### config.mk
export PLATFORM = sky130hd
export DESIGN_NAME = operand_fetch_flat
export DESIGN_NICKNAME = d
export VERILOG_FILES = /design/src/rtl/operand_fetch_pkg.sv /design/src/rtl/operand_fetch_if.sv /design/src/rtl/operand_fetch_reg_file.sv /design/src/rtl/operand_fetch.sv /design/src/flat_wrapper.sv
export SDC_FILE = /design/constraint.sdc
export NUM_CORES = 1
export LEC_CHECK = 0
export BUFFER_PORTS_ARGS = -buffer_cell sky130_fd_sc_hd__buf_2
export CAP_MARGIN = 15
export CORE_UTILIZATION = 28
export CTS_CLUSTER_SIZE = 8
export DETAILED_ROUTE_END_ITERATION = 8
export GPL_TIMING_DRIVEN = 0
export SLEW_MARGIN = 25
export SYNTH_ARGS = -nofsm -noshare
export SYNTH_HDL_FRONTEND = slang
export SYNTH_SLANG_ARGS = --single-unit
### constraint.sdc
create_clock -name clk -period 5.3 [get_ports clk]
set_input_delay 0.53 -clock clk [delete_from_list [all_inputs] [get_ports clk]]
set_output_delay 0.53 -clock clk [all_outputs]
set_load 0.005 [all_outputs]
### src/rtl/operand_fetch_pkg.sv
// Shared definitions for the operand-fetch stage.
// Holds the default widths, the ALU opcode constants and the packed ALU control word.
package operand_fetch_pkg;

    localparam int unsigned DATA_W_DEF      = 16;
    localparam int unsigned NREGS_DEF       = 8;
    localparam int unsigned STALL_CNT_W_DEF = 16;
    localparam int unsigned OP_W            = 4;

    // ALU opcodes
    localparam logic [OP_W-1:0] OP_ADD  = 4'h0;
    localparam logic [OP_W-1:0] OP_SUB  = 4'h1;
    localparam logic [OP_W-1:0] OP_AND  = 4'h2;
    localparam logic [OP_W-1:0] OP_OR   = 4'h3;
    localparam logic [OP_W-1:0] OP_XOR  = 4'h4;
    localparam logic [OP_W-1:0] OP_SHL  = 4'h5;
    localparam logic [OP_W-1:0] OP_SHR  = 4'h6;
    localparam logic [OP_W-1:0] OP_PASS = 4'hF;

    // ALU control word, MSB first: {passthrough, invA, invB, sign, Cin}
    typedef struct packed {
        logic passthrough;
        logic inv_a;
        logic inv_b;
        logic sign;
        logic cin;
    } alu_ctrl_t;

endpackage

### src/rtl/operand_fetch_if.sv
// Decode-side and execute-side bus of the operand-fetch stage.
// slave  : used by operand_fetch (consumes decode/hazard inputs, drives ALU outputs)
// master : used by the surrounding pipeline / testbench
interface operand_fetch_if #(
    parameter int unsigned DATA_W      = operand_fetch_pkg::DATA_W_DEF,
    parameter int unsigned NREGS       = operand_fetch_pkg::NREGS_DEF,
    parameter int unsigned STALL_CNT_W = operand_fetch_pkg::STALL_CNT_W_DEF
);
    localparam int unsigned AW = $clog2(NREGS);

    // decode side
    logic                                  in_valid;
    logic                                  in_ready;
    logic [AW-1:0]                         src1_addr;
    logic [AW-1:0]                         src2_addr;
    logic [DATA_W-1:0]                     imm;
    logic                                  use_imm;
    logic [operand_fetch_pkg::OP_W-1:0]    op_in;
    operand_fetch_pkg::alu_ctrl_t          ctrl_in;
    logic [AW-1:0]                         dst_addr_in;
    logic                                  dst_we_in;
    // writeback and downstream producers
    logic                                  wb_we;
    logic [AW-1:0]                         wb_addr;
    logic [DATA_W-1:0]                     wb_data;
    logic                                  ex_vld;
    logic [AW-1:0]                         ex_addr;
    logic [DATA_W-1:0]                     ex_data;
    logic                                  mem_vld;
    logic [AW-1:0]                         mem_addr;
    logic [DATA_W-1:0]                     mem_data;
    logic                                  flush;
    // execute side
    logic                                  out_valid;
    logic                                  out_ready;
    logic [DATA_W-1:0]                     A;
    logic [DATA_W-1:0]                     B;
    logic [operand_fetch_pkg::OP_W-1:0]    Op;
    logic                                  passthrough;
    logic                                  invA;
    logic                                  invB;
    logic                                  sign;
    logic                                  Cin;
    logic [AW-1:0]                         dst_addr_out;
    logic                                  dst_we_out;
    logic [STALL_CNT_W-1:0]                stall_cnt;

    modport slave (
        input  in_valid, src1_addr, src2_addr, imm, use_imm, op_in, ctrl_in,
               dst_addr_in, dst_we_in, wb_we, wb_addr, wb_data,
               ex_vld, ex_addr, ex_data, mem_vld, mem_addr, mem_data,
               flush, out_ready,
        output in_ready, out_valid, A, B, Op, passthrough, invA, invB, sign, Cin,
               dst_addr_out, dst_we_out, stall_cnt
    );

    modport master (
        output in_valid, src1_addr, src2_addr, imm, use_imm, op_in, ctrl_in,
               dst_addr_in, dst_we_in, wb_we, wb_addr, wb_data,
               ex_vld, ex_addr, ex_data, mem_vld, mem_addr, mem_data,
               flush, out_ready,
        input  in_ready, out_valid, A, B, Op, passthrough, invA, invB, sign, Cin,
               dst_addr_out, dst_we_out, stall_cnt
    );

endinterface

### src/rtl/operand_fetch_reg_file.sv
// Architectural register file: NREGS x DATA_W, two combinational read ports,
// one write port, asynchronous active-high clear.
// A read of the address being written this cycle returns the write data (WB bypass).
// Ports: clk, rst, rd1_addr/rd1_data, rd2_addr/rd2_data, we/wr_addr/wr_data.
module operand_fetch_reg_file #(
    parameter int unsigned DATA_W = operand_fetch_pkg::DATA_W_DEF,
    parameter int unsigned NREGS  = operand_fetch_pkg::NREGS_DEF,
    localparam int unsigned AW    = $clog2(NREGS)
) (
    input  logic              clk,
    input  logic              rst,
    input  logic [AW-1:0]     rd1_addr,
    output logic [DATA_W-1:0] rd1_data,
    input  logic [AW-1:0]     rd2_addr,
    output logic [DATA_W-1:0] rd2_data,
    input  logic              we,
    input  logic [AW-1:0]     wr_addr,
    input  logic [DATA_W-1:0] wr_data
);

    logic [DATA_W-1:0] regs [NREGS];

    // storage
    always_ff @(posedge clk or posedge rst) begin
        if (rst) begin
            for (int i = 0; i < int'(NREGS); i++) begin
                regs[i] <= '0;
            end
        end else if (we) begin
            regs[wr_addr] <= wr_data;
        end
    end

    // read ports with same-cycle writeback bypass
    assign rd1_data = (we && (wr_addr == rd1_addr)) ? wr_data : regs[rd1_addr];
    assign rd2_data = (we && (wr_addr == rd2_addr)) ? wr_data : regs[rd2_addr];

endmodule

### src/rtl/operand_fetch.sv
// Operand-fetch stage and ID/EX pipeline register in front of the ALU.
// Reads two sources from the register file, selects the immediate for B,
// resolves EX/MEM hazards and registers operands and ALU controls.
// Ports: clk, rst (async, active-high), bus (operand_fetch_if.slave: decode
// handshake, WB/EX/MEM producer info, flush, execute handshake, stall_cnt).
// Build option: define FWD_EN to forward EX/MEM results instead of stalling.
module operand_fetch
    import operand_fetch_pkg::*;
#(
    parameter int unsigned DATA_W      = DATA_W_DEF,
    parameter int unsigned NREGS       = NREGS_DEF,
    parameter int unsigned STALL_CNT_W = STALL_CNT_W_DEF
) (
    input logic           clk,
    input logic           rst,
    operand_fetch_if.slave bus
);

    logic [DATA_W-1:0] rf_a;
    logic [DATA_W-1:0] rf_b;
    logic [DATA_W-1:0] opnd_a_c;
    logic [DATA_W-1:0] opnd_b_c;
    logic              ex_hit_a;
    logic              ex_hit_b;
    logic              mem_hit_a;
    logic              mem_hit_b;
    logic              hazard_c;
    logic              accept_c;

    operand_fetch_reg_file #(
        .DATA_W (DATA_W),
        .NREGS  (NREGS)
    ) u_reg_file (
        .clk      (clk),
        .rst      (rst),
        .rd1_addr (bus.src1_addr),
        .rd1_data (rf_a),
        .rd2_addr (bus.src2_addr),
        .rd2_data (rf_b),
        .we       (bus.wb_we),
        .wr_addr  (bus.wb_addr),
        .wr_data  (bus.wb_data)
    );

    // source matches against in-flight producers; src2 only matters without an immediate
    assign ex_hit_a  = bus.ex_vld  && (bus.ex_addr  == bus.src1_addr);
    assign mem_hit_a = bus.mem_vld && (bus.mem_addr == bus.src1_addr);
    assign ex_hit_b  = bus.ex_vld  && (bus.ex_addr  == bus.src2_addr) && !bus.use_imm;
    assign mem_hit_b = bus.mem_vld && (bus.mem_addr == bus.src2_addr) && !bus.use_imm;

`ifdef FWD_EN
    // operand select, priority EX > MEM > register file (which already holds the WB bypass)
    always_comb begin
        opnd_a_c = rf_a;
        if (mem_hit_a) opnd_a_c = bus.mem_data;
        if (ex_hit_a)  opnd_a_c = bus.ex_data;
        opnd_b_c = rf_b;
        if (mem_hit_b) opnd_b_c = bus.mem_data;
        if (ex_hit_b)  opnd_b_c = bus.ex_data;
        if (bus.use_imm) opnd_b_c = bus.imm;
    end
    assign hazard_c = 1'b0;
`else
    // no forwarding path: any EX/MEM match waits until the producer reaches WB
    assign opnd_a_c = rf_a;
    assign opnd_b_c = bus.use_imm ? bus.imm : rf_b;
    assign hazard_c = ex_hit_a || mem_hit_a || ex_hit_b || mem_hit_b;
    logic unused_fwd_data;
    assign unused_fwd_data = ^{bus.ex_data, bus.mem_data};
`endif

    assign bus.in_ready = !bus.flush && !hazard_c && (!bus.out_valid || bus.out_ready);
    assign accept_c     = bus.in_valid && bus.in_ready;

    // ID/EX pipeline register; flush wins, outputs hold while the consumer stalls
    always_ff @(posedge clk or posedge rst) begin
        if (rst) begin
            bus.out_valid    <= 1'b0;
            bus.A            <= '0;
            bus.B            <= '0;
            bus.Op           <= '0;
            bus.passthrough  <= 1'b0;
            bus.invA         <= 1'b0;
            bus.invB         <= 1'b0;
            bus.sign         <= 1'b0;
            bus.Cin          <= 1'b0;
            bus.dst_addr_out <= '0;
            bus.dst_we_out   <= 1'b0;
        end else if (bus.flush) begin
            bus.out_valid  <= 1'b0;
            bus.dst_we_out <= 1'b0;
        end else if (accept_c) begin
            bus.out_valid    <= 1'b1;
            bus.A            <= opnd_a_c;
            bus.B            <= opnd_b_c;
            bus.Op           <= bus.op_in;
            bus.passthrough  <= bus.ctrl_in.passthrough;
            bus.invA         <= bus.ctrl_in.inv_a;
            bus.invB         <= bus.ctrl_in.inv_b;
            bus.sign         <= bus.ctrl_in.sign;
            bus.Cin          <= bus.ctrl_in.cin;
            bus.dst_addr_out <= bus.dst_addr_in;
            bus.dst_we_out   <= bus.dst_we_in;
        end else if (bus.out_valid && bus.out_ready) begin
            bus.out_valid  <= 1'b0;
            bus.dst_we_out <= 1'b0;
        end
    end

    // saturating count of cycles a presented instruction is held back by a hazard
    always_ff @(posedge clk or posedge rst) begin
        if (rst) begin
            bus.stall_cnt <= '0;
        end else if (bus.in_valid && hazard_c && !bus.flush && !(&bus.stall_cnt)) begin
            bus.stall_cnt <= bus.stall_cnt + STALL_CNT_W'(1);
        end
    end

endmodule
### src/flat_wrapper.sv
// flat-port wrapper written by rule: the top's interface ports become plain ports
module operand_fetch_flat import operand_fetch_pkg::*;
#(
    parameter int unsigned DATA_W      = DATA_W_DEF,
    parameter int unsigned NREGS       = NREGS_DEF,
    parameter int unsigned STALL_CNT_W = STALL_CNT_W_DEF
)
  (clk, rst, bus_in_valid, bus_src1_addr, bus_src2_addr, bus_imm, bus_use_imm, bus_op_in, bus_ctrl_in, bus_dst_addr_in, bus_dst_we_in, bus_wb_we, bus_wb_addr, bus_wb_data, bus_ex_vld, bus_ex_addr, bus_ex_data, bus_mem_vld, bus_mem_addr, bus_mem_data, bus_flush, bus_out_ready, bus_in_ready, bus_out_valid, bus_A, bus_B, bus_Op, bus_passthrough, bus_invA, bus_invB, bus_sign, bus_Cin, bus_dst_addr_out, bus_dst_we_out, bus_stall_cnt);
  operand_fetch_if #(.DATA_W(DATA_W), .NREGS(NREGS), .STALL_CNT_W(STALL_CNT_W)) bus_i ();
  input logic clk;
  input logic rst;
  input wire logic [$bits(bus_i.in_valid)-1:0] bus_in_valid;
  input wire logic [$bits(bus_i.src1_addr)-1:0] bus_src1_addr;
  input wire logic [$bits(bus_i.src2_addr)-1:0] bus_src2_addr;
  input wire logic [$bits(bus_i.imm)-1:0] bus_imm;
  input wire logic [$bits(bus_i.use_imm)-1:0] bus_use_imm;
  input wire logic [$bits(bus_i.op_in)-1:0] bus_op_in;
  input wire logic [$bits(bus_i.ctrl_in)-1:0] bus_ctrl_in;
  input wire logic [$bits(bus_i.dst_addr_in)-1:0] bus_dst_addr_in;
  input wire logic [$bits(bus_i.dst_we_in)-1:0] bus_dst_we_in;
  input wire logic [$bits(bus_i.wb_we)-1:0] bus_wb_we;
  input wire logic [$bits(bus_i.wb_addr)-1:0] bus_wb_addr;
  input wire logic [$bits(bus_i.wb_data)-1:0] bus_wb_data;
  input wire logic [$bits(bus_i.ex_vld)-1:0] bus_ex_vld;
  input wire logic [$bits(bus_i.ex_addr)-1:0] bus_ex_addr;
  input wire logic [$bits(bus_i.ex_data)-1:0] bus_ex_data;
  input wire logic [$bits(bus_i.mem_vld)-1:0] bus_mem_vld;
  input wire logic [$bits(bus_i.mem_addr)-1:0] bus_mem_addr;
  input wire logic [$bits(bus_i.mem_data)-1:0] bus_mem_data;
  input wire logic [$bits(bus_i.flush)-1:0] bus_flush;
  input wire logic [$bits(bus_i.out_ready)-1:0] bus_out_ready;
  output wire logic [$bits(bus_i.in_ready)-1:0] bus_in_ready;
  output wire logic [$bits(bus_i.out_valid)-1:0] bus_out_valid;
  output wire logic [$bits(bus_i.A)-1:0] bus_A;
  output wire logic [$bits(bus_i.B)-1:0] bus_B;
  output wire logic [$bits(bus_i.Op)-1:0] bus_Op;
  output wire logic [$bits(bus_i.passthrough)-1:0] bus_passthrough;
  output wire logic [$bits(bus_i.invA)-1:0] bus_invA;
  output wire logic [$bits(bus_i.invB)-1:0] bus_invB;
  output wire logic [$bits(bus_i.sign)-1:0] bus_sign;
  output wire logic [$bits(bus_i.Cin)-1:0] bus_Cin;
  output wire logic [$bits(bus_i.dst_addr_out)-1:0] bus_dst_addr_out;
  output wire logic [$bits(bus_i.dst_we_out)-1:0] bus_dst_we_out;
  output wire logic [$bits(bus_i.stall_cnt)-1:0] bus_stall_cnt;
  assign bus_i.in_valid = bus_in_valid;
  assign bus_i.src1_addr = bus_src1_addr;
  assign bus_i.src2_addr = bus_src2_addr;
  assign bus_i.imm = bus_imm;
  assign bus_i.use_imm = bus_use_imm;
  assign bus_i.op_in = bus_op_in;
  assign bus_i.ctrl_in = bus_ctrl_in;
  assign bus_i.dst_addr_in = bus_dst_addr_in;
  assign bus_i.dst_we_in = bus_dst_we_in;
  assign bus_i.wb_we = bus_wb_we;
  assign bus_i.wb_addr = bus_wb_addr;
  assign bus_i.wb_data = bus_wb_data;
  assign bus_i.ex_vld = bus_ex_vld;
  assign bus_i.ex_addr = bus_ex_addr;
  assign bus_i.ex_data = bus_ex_data;
  assign bus_i.mem_vld = bus_mem_vld;
  assign bus_i.mem_addr = bus_mem_addr;
  assign bus_i.mem_data = bus_mem_data;
  assign bus_i.flush = bus_flush;
  assign bus_i.out_ready = bus_out_ready;
  assign bus_in_ready = bus_i.in_ready;
  assign bus_out_valid = bus_i.out_valid;
  assign bus_A = bus_i.A;
  assign bus_B = bus_i.B;
  assign bus_Op = bus_i.Op;
  assign bus_passthrough = bus_i.passthrough;
  assign bus_invA = bus_i.invA;
  assign bus_invB = bus_i.invB;
  assign bus_sign = bus_i.sign;
  assign bus_Cin = bus_i.Cin;
  assign bus_dst_addr_out = bus_i.dst_addr_out;
  assign bus_dst_we_out = bus_i.dst_we_out;
  assign bus_stall_cnt = bus_i.stall_cnt;
  operand_fetch #(.DATA_W(DATA_W), .NREGS(NREGS), .STALL_CNT_W(STALL_CNT_W)) u_core (.clk(clk), .rst(rst), .bus(bus_i));
endmodule
=== Yosys cells after proc, flatten, opt, wreduce, memory -nomap -nowiden ===
Index checks and enable logic that the tools add are counted.

* Flip-flop bits (word level): 190
* Output and inout bits: 63
* Word-level logic and storage cells: 80
* Bits of input ports: 101

* Multiplexer cells: 17
* Equality and inequality tests: 6
* Bitwise operators: 4
* Add/subtract/negate cells: 1
* Reduce and logical (&&, ||, !) cells: 28
* $lt $le $gt $ge: 4

{| class="wikitable"
|+ Operator list
! operator !! number
|-
| bitwise mux 128 bit || 1
|-
| two-way mux 16 bit || 8
|-
| binary-select mux 16 bit (select 3 bit) || 2
|-
| demux 16 bit (select 3 bit) || 1
|-
| equality test 3 bit || 6
|-
| adder 16 x 1 -> 16 bit, second input constant || 1
|-
| logical AND 1 bit || 16
|-
| AND reduction 16 bit || 1
|-
| greater-or-equal comparator 4 bit, second input constant || 3
|-
| NOT 3 -> 4 bit || 3
|-
| logical NOT 1 bit || 5
|-
| two-way mux 1 bit || 5
|-
| logical OR 1 bit || 4
|-
| less-than comparator 4 x 1 -> 1 bit, second input constant || 1
|-
| nonzero test 3 bit || 1
|-
| AND reduction 2 bit || 1
|-
| NOT 1 bit || 1
|}

=== Logic depth before layout (Yosys ltp) ===
* Depth after elaboration: 11
* Mapped depth: 9
* Gate-level depth less buffers: 7

=== Modules after synthesis ===
From an unflattened synthesis, not the netlist that was laid out.

* Cell total of the unflattened synthesis: 663
* Area, all modules: 10276.1 µm²

{| class="wikitable"
|+ By module, submodules not included
! module !! seq. area each (µm²) !! cells an instance !! times used !! area each (µm²)
|-
| operand_fetch_reg_file || 3203.1 || 453 || 1 || 7369.6
|-
| operand_fetch || 1551.5 || 210 || 1 || 2906.5
|}

=== Worst setup path before layout ===
No wires, ideal clock.

* Path kind: input -> register
* Start: in bus_src1_addr[1]
* End: reg u_core.bus.A[0]
* Library setup time: 0.125 ns
* Path slack: 3.168 ns
* Path buffers: 2
* Stages on the path: 6
* Required time: 5.175 ns
* Arrival: 2.007 ns
* Cells stage by stage: buf_2 -> buf_2 -> mux4_2 -> mux2i_1 -> a21oi_1 -> mux2_4

* Cells in the longest elaborated chain, start to end: 10
* Elaborated cells between the ends (all ways): 19
* Those cells by class: eq/ne (3); mux (4); bitwise (1); reduce/logical (11)

{| class="wikitable"
|+ RTL lines
! what !! line !! text
|-
| from (decl) || flat_wrapper.sv:13 || <nowiki>input wire logic [$bits(bus_i.src1_addr)-1:0] bus_src1_addr;</nowiki>
|-
| equality test 3 bit, on equally long branches || operand_fetch.sv:46, operand_fetch.sv:47 ||
|-
| logical AND 1 bit, on equally long branches || operand_fetch.sv:46, operand_fetch.sv:47 ||
|-
| logical OR 1 bit (3 in series) || operand_fetch.sv:67 || <nowiki>assign hazard_c = ex_hit_a || mem_hit_a || ex_hit_b || mem_hit_b;</nowiki>
|-
| logical NOT 1 bit || operand_fetch.sv:72 || <nowiki>assign bus.in_ready = !bus.flush && !hazard_c && (!bus.out_valid || bus.out_ready);</nowiki>
|-
| logical AND 1 bit (2 in series) || operand_fetch.sv:72 ||
|-
| logical AND 1 bit || operand_fetch.sv:73 || <nowiki>assign accept_c = bus.in_valid && bus.in_ready;</nowiki>
|-
| AND reduction 2 bit (no source line) || n/a ||
|-
| to (signal assigned) || operand_fetch.sv:94 || <nowiki>bus.A <= opnd_a_c;</nowiki>
|-
| to (decl) || operand_fetch_if.sv:53 || <nowiki>output in_ready, out_valid, A, B, Op, passthrough, invA, invB, sign, Cin,</nowiki>
|}

Parallel ways exist; a longest one is shown, timed or not. The select of a mux whose other input is x is not followed.
A chain may end at the register's enable or synchronous reset.

=== Worst setup path after layout ===
* Start: in bus_src1_addr[2]
* End: reg u_core.bus.A[3]

Same word-level chain as after synthesis.

==> results.yml <==
floorplanning:
  core_um2: 34880
  die_h_um: 191.2
  start_util_pct: 28.73
  fp.dieW_um: 191.2
  dieArea_um2: 36550
  num_rows: 68
  io_pins: 164
logic_synthesis:
  synth_xor_xnor_area_share_pct: 2.959
  synthAdderAreaFrac_pct: 0.1248
  synth_edf_count: 0
  synth_compound_area_share_pct: 2.959
  synth_top_family_by_area: "multiplexers"
  syn_nets: 786
  syn_area_um2: 10020
  async_flop_share_pct: 100.0
  synthCells: 684
  synth_top_area_share_pct: 47.44
  synth_mux_area_share_pct: 38.74
  synth_area_leaders: "dfrtp_1 47%, mux2_2 15%, mux4_2 13%, mux2_4 5.8%, mux2i_1 3.2%"
  yosys.area_share.simple_pct: 4.045
  synth.most_common_cell: "dfrtp_1"
  ys.flop_type: "dfrtp_1"
  syn_area_per_cell_um2: 14.65
  yosys.area.top_type: "dfrtp_1"
  synth.distinct_cells: 39
  yosysWarnings: 0
  ys_top_cells_by_count: "190 x dfrtp_1, 135 x mux2_2, 60 x mux4_2"
  yosys_register_bits: 190
  ys_seq_area_share_pct: 47.44
global_routing:
  grt_usage_pct: 15.86
  grt_pass1_wl_um: 42020
  grt_max_degree: 32
  antenna_found_initial: 2
  gr-total-overflow: 0
  grt_pass1_vias: 6719
setup_path:
  path_max_fanout: 10
  cp-end-kind: "flip-flop"
  critPathRequiredTime_ps: 5630
  critPathLaunchType: "input port"
  reg2reg_from: "u_core.bus.stall_cnt[0]$_DFFE_PP0P_"
  r2r_slack_ps: 3070
  crit_type: "in -> reg"
  worst-r2r-cell-count: 7
  cp.arrival_ps: 2570
  r2r-end: "u_core.bus.stall_cnt[1]$_DFFE_PP0P_"
timing:
  finalSetupTns_ps: 0
  whs_ps: 161.1
  final-hold-violation-count: 0
  maxSlewHeadroom_pct: 29.04
  layout_min_cycle_time_ps: 2236
  finalMaxSlewViolations: 0
  setup_viol: 0
  fmax_mhz: 447.1
  tightest_slew_ps: 1064
  fin_skew_ps: 9.169
  rsz0062_at_grt: "no"
  period_share_pct: 42.20
cts:
  cts_buffers: 17
  cts_root_buf: "clkbuf_16"
  clk_latency_ps: 440
  postCtsSetupBuffers: 0
  cts_tree: "built"
  path_clk_slew_ps: 70
  htreeDepth: 4
  cts_hold_buffers: 0
  clock-sinks: 190
  cts_buffer_depth: 2
  postCtsResizedCells: 0
placed_design:
  gp_congestion: 0.7814
  dp_hpwl_um: 19180
  dp.cells: 1251
  portBuffers: 106
drt:
  ant_nets: 0
  vias_per_cell: 4.981
  route.detailed.drc: 0
  vias: 6395
  drtIter0Drc: 306
  drt_wl_total_um: 28070
  drt_first_pass_iters: 4
  routedWlPerCell_um: 21.86
run_status:
  run_status: "finished clean"
pwr:
  cell_internal_pwr_w: 0.003210
  sw_frac_of_total_pct: 28.65
  power.density_nw_per_um2: 380.4
  p_leak_nw: 5.106
  p_clk_share_pct: 28.6
  pwr-share-seq_pct: 45.7
  p_switching_w: 0.001289
  total_power_w: 0.004499
  combPwrFrac_pct: 25.7
  vdd_drop_max_uv: 248.2
final_layout:
  drive_above_1_share_pct: 51.09
  area_growth_pct: 18.02
  n_fill_cell: 3445
  layout.cells.non_filler: 1284
  final_net_count: 917
flow_run:
  cap_violations: 0
worst_hold_path:
  hold_path_class: "in -> async"
area by class of cell:
cell class	instances	area (um2)	area share (%)
multi-input combinational	428	4893	41.37
sequential	190	4755	40.20
timing repair buffer	112	650.6	5.501
tap	455	569.3	4.813
clock buffer	20	456.7	3.861
buffer	60	351.6	2.973
clock inverter	12	122.6	1.037
inverter	6	26.28	0.2222
antenna	1	2.502	0.02116
cell families (layout without fill, tap and decap cells):
family	Yosys count	count (layout)
mux	270	270
flops	190	190
simple gates	72	72
buf+inv	66	210
compound gates	52	52
xor+xnor	33	33
fa+ha+maj	1	1
other cells	0	1
per-stage QoR:
| step | cell area, um2 | util, % | worst slack [ps] |
|---|---|---|---|
| floorplan | 10030 | - | 2322 |
| global placement | 11130 | 31.89 | 923.2 |
| detailed placement | 11250 | 32.24 | 2632 |
| CTS | 11830 | 33.90 | 3059 |
| global route | 11830 | 33.90 | 2909 |
| finish | 11830 | 33.91 | 3064 |
cell usage in the layout, fill, tap and decap left out, types with 3 or more instances in the layout:
master / instances
clkbuf_16: 17
xnor2_1: 20
mux2_4: 39
buf_2: 131
buf_12: 10
nor3_1: 7
nor3_2: 4
buf_6: 3
buf_1: 6
o22ai_1: 16
dfrtp_1: 190
mux2i_1: 32
a21oi_1: 32
nor4_1: 3
nor2_1: 21
mux4_2: 60
nand4_1: 9
mux2_2: 135
nand3_1: 5
nand4b_1: 3
nand2_1: 9
mux4_1: 4
inv_6: 5
xor2_1: 12
inv_1: 4
clkbuf_1: 21
layer usage:
metal | up-vias | global-route usage [%] | wire (um)
met2 | 186 | 26.09 | 13670
li1 | 2836 | - | -
met3 | 57 | 4.112 | 1810
met4 | 2 | 6.136 | 740
met1 | 3314 | 19.84 | 11840
met5 | - | 0 | 8
registers in the layout (all words and copies together), names as in the netlist:
register and cells:
u_core.bus.A 16, u_core.bus.B 16, u_core.bus.Cin 1, u_core.bus.Op 4
u_core.bus.dst_addr_out 3, u_core.bus.dst_we_out 1, u_core.bus.invA 1, u_core.bus.invB 1
u_core.bus.out_valid 1, u_core.bus.passthrough 1, u_core.bus.sign 1, u_core.bus.stall_cnt 16
u_core.u_reg_file.regs 128
worst max-delay path: stages:
cell and delay [ps]:
buf_2 230, clkbuf_1 740, mux4_2 410, mux2i_1 160, a21oi_1 160, mux2_4 320
power by group through the flow:
stage | Sequential [W] | Combinational [W] | Clock [W]
final | 0.00205 | 0.00116 | 0.00129
after global routing | 0.00210 | 0.00126 | 0.00138
after CTS | 0.00205 | 0.00117 | 0.00132
after detailed placement | 0.00207 | 0.00117 | 0
after global placement | 0.00206 | 0.00114 | 0
after floorplan | 0.00202 | 0.000808 | 0
how the worst max path moves through the flow:
stage                                         from                                   to  slack (ps)
2_1_floorplan                                  rst          u_core.bus.A[0]$_DFFE_PP0P_        2320
3_3_place_gp                                   rst  u_core.bus.stall_cnt[6]$_DFFE_PP0P_         920
3_5_place_dp                      bus_src1_addr[2]          u_core.bus.A[3]$_DFFE_PP0P_        2630
4_1_cts        u_core.bus.stall_cnt[0]$_DFFE_PP0P_  u_core.bus.stall_cnt[1]$_DFFE_PP0P_        3060
5_1_grt        u_core.bus.stall_cnt[1]$_DFFE_PP0P_  u_core.bus.stall_cnt[1]$_DFFE_PP0P_        2910
6_report                          bus_src1_addr[2]          u_core.bus.A[3]$_DFFE_PP0P_        3060
Power figures use the tool's default switching activity.
